--- config.mk ---
export PLATFORM = sky130hd
export DESIGN_NAME = tlc_phase_monitor
export DESIGN_NICKNAME = d
export VERILOG_FILES = /design/src/rtl/tlc_phase_monitor.sv
export SDC_FILE = /design/constraint.sdc
export NUM_CORES = 1
export LEC_CHECK = 0
export BUFFER_PORTS_ARGS = -buffer_cell sky130_fd_sc_hd__clkbuf_2
export CELL_PAD_IN_SITES_DETAIL_PLACEMENT = 1
export CELL_PAD_IN_SITES_GLOBAL_PLACEMENT = 1
export CORE_MARGIN = 4
export CORE_UTILIZATION = 44
export CTS_CLUSTER_DIAMETER = 30
export DETAILED_ROUTE_END_ITERATION = 7
export GPL_ROUTABILITY_DRIVEN = 0
export PLACE_DENSITY = 0.77
export SLEW_MARGIN = 20
export SYNTH_ARGS = -nofsm -noshare
export SYNTH_HDL_FRONTEND = slang
export SYNTH_SLANG_ARGS = --single-unit
--- constraint.sdc ---
create_clock -name clk -period 3.15 [get_ports clk]
set_input_delay 0.63 -clock clk [delete_from_list [all_inputs] [get_ports clk]]
set_output_delay 0.63 -clock clk [all_outputs]
set_load 0.01 [all_outputs]
--- src/rtl/tlc_phase_monitor.sv ---
// tlc_phase_monitor
//
// Passive observer on the traffic light controller's lamp outputs. Registers the
// car and pedestrian lamp lines, de-glitches them with a stability filter, decodes
// the car phase, and checks for car/ped conflicts, illegal lamp patterns, bad phase
// sequencing, short amber phases and phase timeouts. The first fault is latched
// until cleared.
//
// Ports:
//   clk          clock
//   rst          synchronous active-high reset
//   car_lamps    {red, yellow, green} from the controller
//   ped_lamps    {red, green} from the controller
//   clear        clears the latched fault
//   phase        accepted car phase (0 OFF, 1 RED, 2 RED_YELLOW, 3 GREEN, 4 YELLOW, 7 UNKNOWN)
//   phase_secs   whole seconds in the current phase, saturating at 255
//   cycle_count  completed YELLOW->RED transitions, wrapping
//   fault        sticky fault flag
//   fault_code   code of the first latched fault

module tlc_phase_monitor #(
    parameter int unsigned CLK_HZ      = 1000,
    parameter int unsigned FILTER_CYC  = 4,
    parameter int unsigned MIN_AMBER_S = 1,
    parameter int unsigned MAX_PHASE_S = 120
) (
    input  logic       clk,
    input  logic       rst,
    input  logic [2:0] car_lamps,
    input  logic [1:0] ped_lamps,
    input  logic       clear,
    output logic [2:0] phase,
    output logic [7:0] phase_secs,
    output logic [7:0] cycle_count,
    output logic       fault,
    output logic [2:0] fault_code
);

    localparam logic [2:0] PH_OFF     = 3'd0;
    localparam logic [2:0] PH_RED     = 3'd1;
    localparam logic [2:0] PH_RED_YEL = 3'd2;
    localparam logic [2:0] PH_GREEN   = 3'd3;
    localparam logic [2:0] PH_YELLOW  = 3'd4;
    localparam logic [2:0] PH_UNKNOWN = 3'd7;

    localparam logic [2:0] FC_NONE     = 3'd0;
    localparam logic [2:0] FC_CONFLICT = 3'd1;
    localparam logic [2:0] FC_ILLEGAL  = 3'd2;
    localparam logic [2:0] FC_BAD_SEQ  = 3'd3;
    localparam logic [2:0] FC_SHORT    = 3'd4;
    localparam logic [2:0] FC_TIMEOUT  = 3'd5;

    localparam int unsigned CNT_W = $clog2(FILTER_CYC + 1);
    localparam int unsigned PRE_W = (CLK_HZ > 1) ? $clog2(CLK_HZ) : 1;

    localparam logic [CNT_W-1:0] FILT_MAX = CNT_W'(FILTER_CYC);
    localparam logic [PRE_W-1:0] PRE_LAST = PRE_W'(CLK_HZ - 1);
    localparam logic [7:0]       MAX_SECS = 8'(MAX_PHASE_S);
    localparam logic [7:0]       MIN_SECS = 8'(MIN_AMBER_S);

    // {car r, car y, car g, ped r, ped g}
    logic [4:0]       sample_q;
    logic             sample_vld_q;
    logic [4:0]       cand_q, cand_d;
    logic [CNT_W-1:0] cnt_q, cnt_d;
    logic [4:0]       acc_q;
    logic             acc_vld_q;
    logic [PRE_W-1:0] presc_q, presc_d;
    logic [2:0]       phase_q, phase_d;
    logic [7:0]       secs_q, secs_d;
    logic [7:0]       cyc_cnt_q, cyc_cnt_d;
    logic             fault_q, fault_d;
    logic [2:0]       code_q, code_d;

    logic       accept;
    logic       car_r, car_y, car_g, ped_r, ped_g;
    logic       conflict, illegal, seq_ok, short_amber, changes, moving, timeout;
    logic [2:0] new_phase;
    logic [2:0] acc_code, raise_code;

    always_comb begin
        // Stability filter; held until the capture register holds a real sample.
        cand_d = cand_q;
        cnt_d  = cnt_q;
        if (sample_vld_q) begin
            if (sample_q != cand_q) begin
                cand_d = sample_q;
                cnt_d  = CNT_W'(1);
            end else if (cnt_q != FILT_MAX) begin
                cnt_d = cnt_q + CNT_W'(1);
            end
        end
        // Accepted pattern tracks cand_d, so each new pattern yields one pulse.
        accept = (cnt_d == FILT_MAX) && (!acc_vld_q || (cand_d != acc_q));

        {car_r, car_y, car_g, ped_r, ped_g} = cand_d;

        conflict = ped_g && (car_g || car_y);
        // r+g also covers all three lit.
        illegal  = (car_r && car_g) || (car_y && car_g) || (ped_r && ped_g);

        case (cand_d[4:2])
            3'b000:  new_phase = PH_OFF;
            3'b100:  new_phase = PH_RED;
            3'b110:  new_phase = PH_RED_YEL;
            3'b001:  new_phase = PH_GREEN;
            3'b010:  new_phase = PH_YELLOW;
            default: new_phase = PH_UNKNOWN;
        endcase

        if (new_phase == PH_OFF) begin
            seq_ok = 1'b1;
        end else begin
            case (phase_q)
                PH_UNKNOWN: seq_ok = 1'b1;
                PH_OFF:     seq_ok = (new_phase == PH_RED);
                PH_RED:     seq_ok = (new_phase == PH_RED_YEL);
                PH_RED_YEL: seq_ok = (new_phase == PH_GREEN);
                PH_GREEN:   seq_ok = (new_phase == PH_YELLOW);
                PH_YELLOW:  seq_ok = (new_phase == PH_RED);
                default:    seq_ok = 1'b0;
            endcase
        end

        short_amber = ((phase_q == PH_YELLOW) || (phase_q == PH_RED_YEL)) && (secs_q < MIN_SECS);
        // Same car phase means a ped-only change: legal, timers keep running.
        changes     = (new_phase != phase_q);
        moving      = accept && !conflict && !illegal && changes;

        acc_code = FC_NONE;
        if (accept) begin
            if (conflict)                    acc_code = FC_CONFLICT;
            else if (illegal)                acc_code = FC_ILLEGAL;
            else if (changes && !seq_ok)     acc_code = FC_BAD_SEQ;
            else if (changes && short_amber) acc_code = FC_SHORT;
        end

        // Seconds prescaler and phase timer.
        if (presc_q == PRE_LAST) begin
            presc_d = '0;
            secs_d  = (secs_q == 8'hff) ? secs_q : secs_q + 8'd1;
        end else begin
            presc_d = presc_q + PRE_W'(1);
            secs_d  = secs_q;
        end

        phase_d   = phase_q;
        cyc_cnt_d = cyc_cnt_q;
        if (moving) begin
            phase_d = new_phase;
            presc_d = '0;
            secs_d  = 8'd0;
            if ((phase_q == PH_YELLOW) && (new_phase == PH_RED)) begin
                cyc_cnt_d = cyc_cnt_q + 8'd1;
            end
        end

        // Fires only on the edge the timer arrives at the limit: once per phase entry.
        timeout = !moving && (phase_q != PH_OFF) && (phase_q != PH_UNKNOWN) &&
                  (secs_q != MAX_SECS) && (secs_d == MAX_SECS);

        raise_code = (acc_code != FC_NONE) ? acc_code : (timeout ? FC_TIMEOUT : FC_NONE);

        fault_d = fault_q;
        code_d  = code_q;
        if (clear) begin
            fault_d = 1'b0;
            code_d  = FC_NONE;
        end
        // A fault raised alongside clear still latches.
        if ((raise_code != FC_NONE) && (!fault_q || clear)) begin
            fault_d = 1'b1;
            code_d  = raise_code;
        end
    end

    always_ff @(posedge clk) begin
        if (rst) begin
            sample_q     <= '0;
            sample_vld_q <= 1'b0;
            cand_q       <= '0;
            cnt_q        <= '0;
            acc_q        <= '0;
            acc_vld_q    <= 1'b0;
            presc_q      <= '0;
            phase_q      <= PH_UNKNOWN;
            secs_q       <= 8'd0;
            cyc_cnt_q    <= 8'd0;
            fault_q      <= 1'b0;
            code_q       <= FC_NONE;
        end else begin
            sample_q     <= {car_lamps, ped_lamps};
            sample_vld_q <= 1'b1;
            cand_q       <= cand_d;
            cnt_q        <= cnt_d;
            if (accept) begin
                acc_q     <= cand_d;
                acc_vld_q <= 1'b1;
            end
            presc_q   <= presc_d;
            phase_q   <= phase_d;
            secs_q    <= secs_d;
            cyc_cnt_q <= cyc_cnt_d;
            fault_q   <= fault_d;
            code_q    <= code_d;
        end
    end

    assign phase       = phase_q;
    assign phase_secs  = secs_q;
    assign cycle_count = cyc_cnt_q;
    assign fault       = fault_q;
    assign fault_code  = code_q;

endmodule

==> metrics.md <==
| Metric | Value |
|---|---|
| Routed WL per cell | between 15 and 20 µm |
| Ports | 31 |
| Total CTS buffers | 5 |
| Tot Pwr | 1.24 mW |
| Resized Gates After CTS | 0 |
| Crit-path max FO | 11 |
| Initial Util | 0.454 |
| First-pass GRT wire length | roughly 14000 µm |
| IO Port Bufs | 30 |
| Commonest cells post-synth | dfxtp_1 (53), nor2_1 (49), nand2_1 (25), nand3_1 (16), xnor2_1 (16) |
| Startpoint types | register |
| Sequential fraction of the synthesis area | 0.344 |
| Worst EP arrival | 3.07 ns |
| Nets | 414 |
| Hold Vio Cnt, Final | 0 |
| End of the critical path | cycle_count[4] |
| Top-count cell post-synth | dfxtp_1 |
| Setup TNS | 0 ns |
| Total power divided by cell area | 363 nW/µm² |
| Critical path capture point type | register |
| RSZ-0062 raised after global routing | no |
| # rows | 30 |
| Skew final | between 0.01 and 0.015 ns |
| Async S/R FF share, synth | 0 |
| Post-route ant nets | 0 |
| Xor/xnor share of the synthesized area | 0.0823 |
| H-tree lvl count | 2 |
| Compound-Gate Fraction of Synth Area | 0.154 |
| Main combinational cell family by area after synthesis | simple AND/OR/NAND/NOR gates |
| Clock Path Buffers | 2 |
| Status | complete, no violations |
| N_diodes | 0 |
| Vias | 2728 |
| Minimum clock period | 2.86 ns |
| CP bufs+invs | 0 |
| Worst r2r src | cand_q[3] |
| Worst slew pin tran | 0.572 ns |
| Post-Synth Simple-Gate Area | 0.277 |
| Crit Path Category | register to register |
| Post-Syn Area | 3090 µm² |
| Core Area | 6790 µm² |
| Post-synthesis mux area share | 0.0706 |
| Crit path cell chain | xnor2_1 -> nand4_1 -> o31ai_1 -> and3_1 -> a21boi_2 -> and4_1 -> nand4_1 -> mux2_2 |
| Fmax | 350 MHz |
| Postcts setup bufs | 0 |
| Area contributors post-synth | dfxtp_1 (34%), nor2_1 (6.0%), xnor2_1 (4.5%), xor2_1 (3.7%), nand2_1 (3.0%) |
| Initial drt markers | 90 |
| Die height | 91.7 µm |
| Relative slew slack | 0.609 |
| Drt pass-1 iters | 4 |
| Top cell type's share of synthesized area | 0.344 |
| Slowest cell on crit path | dfxtp_1 |
| HPWL Detailed | 5970 µm |
| Slew Limit Fails | 0 |
| FF-to-FF setup slack | between 0.2 and 0.3 ns |
| Die Span X | 91.7 µm |
| Number of synthesized flops with an enable pin | 0 |
| Die area | between 8000 and 9000 µm² |
| Synth Flop Type | dfxtp_1 |
| Synth-to-layout area growth | 11.2% |
| Vias in the first global route | between 2000 and 3000 |
| Clk slew on worst S/H paths | 0.11 ns |
| DRC | 0 |
| Lkg Pwr | 1.30 nW |
| Total gr overflow | 0 |
| Fin crit share | 0.908 |
| Synthesis warning total | 0 |
| Worst hold path class | register to register |
| Synth Instances | 373 |
| Clock Tree Root | clkbuf_8 |
| Synth cell types | 58 |
| CTS tree | yes |
| Post-Syn Nets | 387 |
| Worst reg2reg path endpoint | cycle_count[4] |
| Clk_lat worst skew | between 0.3 and 0.4 ns |
| Hold_buf cts | 0 |
| Post-synthesis adder-cell area fraction | 0.0243 |
| Largest net degree at the start of global routing | 20 |
| DR vias/cell | 5.49 |
| Tot GR Track Use | 0.199 |
| CP peak stage delay | approximately 0.5 ns |
| CP most frequent cell | nand4_1 |
| Critical path depth | 8 |
| Detailed Route WL | 7890 µm |
| Crit path launch | cand_q[3] |
| Biggest area consumer among synthesized cells | dfxtp_1 |
| Top delay family on crit path | simple AND/OR/NAND/NOR gates |
| Endpoints failing setup | 0 |
| Share of cells above drive strength 1 | 0.157 |
| Clock sinks | 53 |
| VDD IR max | 0.244 mV |
| Reg2Reg Depth | 8 |
| Max-cap violation count | 0 |
| Synth Register Bits | 53 |
| Syn Area/Cell | between 8 and 9 µm² |
| Initial antenna violation count | 0 |
| Req. time, crit path | ~3.4 ns |
-- stage by stage --
step	util	setup slack, ns	instances	area (µm²)	hold slack, ns
2_1_floorplan	-	0.604	373	3090	0.430
3_3_place_gp	0.491	0.283	489	3340	0.445
3_5_place_dp	0.491	0.241	489	3340	0.474
4_1_cts	0.505	0.191	497	3430	0.496
5_1_grt	0.505	0.0377	497	3430	0.519
6_report	0.505	0.291	497	3430	0.489
-- sequential cells by signal, indices dropped and copies added, names as in the netlist --
signal        count
acc_q             5
acc_vld_q         1
cand_q            5
cnt_q             3
cycle_count       8
fault             1
fault_code        3
phase             3
phase_secs        8
presc_q          10
sample_q          5
sample_vld_q      1
-- routing by layer --
metal | track usage | vias to the layer above | routed length (µm)
met3 | 0.0336 | 9 | 130
met1 | 0.250 | 1315 | 3640
met2 | 0.352 | 20 | 4000
li1 | - | 1384 | -
met4 | 0.0557 | 0 | 121
met5 | 0 | - | 0
-- power by group --
part	internal, mW	leakage (nW)	total [mW]	switching (mW)
clock network	0.162	0.0423	0.417	0.255
logic	0.0511	0.832	0.128	0.0767
registers	0.682	0.430	0.700	0.0179
-- worst min path at each step --
stage	start	to	slack, ns	cells past startpoint
2_1_floorplan	presc_q[0]	presc_q[0]	0.43	1
6_report	presc_q[0]	presc_q[0]	0.49	1
3_5_place_dp	acc_vld_q	acc_vld_q	0.47	2
5_1_grt	fault_code[2]	fault_code[2]	0.52	2
3_3_place_gp	presc_q[0]	presc_q[0]	0.45	1
4_1_cts	fault_code[2]	fault_code[2]	0.50	2
-- layout make-up --
type,instances,area (µm²)
fill,843,3360
clock buffer,5,68.8
sequential,53,1060
multi-input combinational,286,1880
tap,96,120
inverter,14,52.6
timing repair buffer,40,225
clock inverter,3,26.3
-- placed cells by master, fill, tap and decap left out, types with 8 or more instances in the layout --
cell      count
nor2_1       49
mux2i_1       8
xnor2_1      16
and3_1        9
nand4_1      11
a31oi_1       8
a21oi_1      11
inv_1        13
nor2b_1      11
xor2_1       13
nand3_1      16
clkbuf_2     30
buf_4        10
nand2_1      25
dfxtp_1      52
o21ai_0      11
-- cells by family after synthesis --
logic type,after synthesis
adder cells (fa/ha/maj),6
AND/OR/NAND/NOR,164
AO/OA/AOI/OAI,69
XOR/XNOR,29
multiplexers,18
flip-flops,53
buffers and inverters,34
Power figures use the tool's default switching activity.
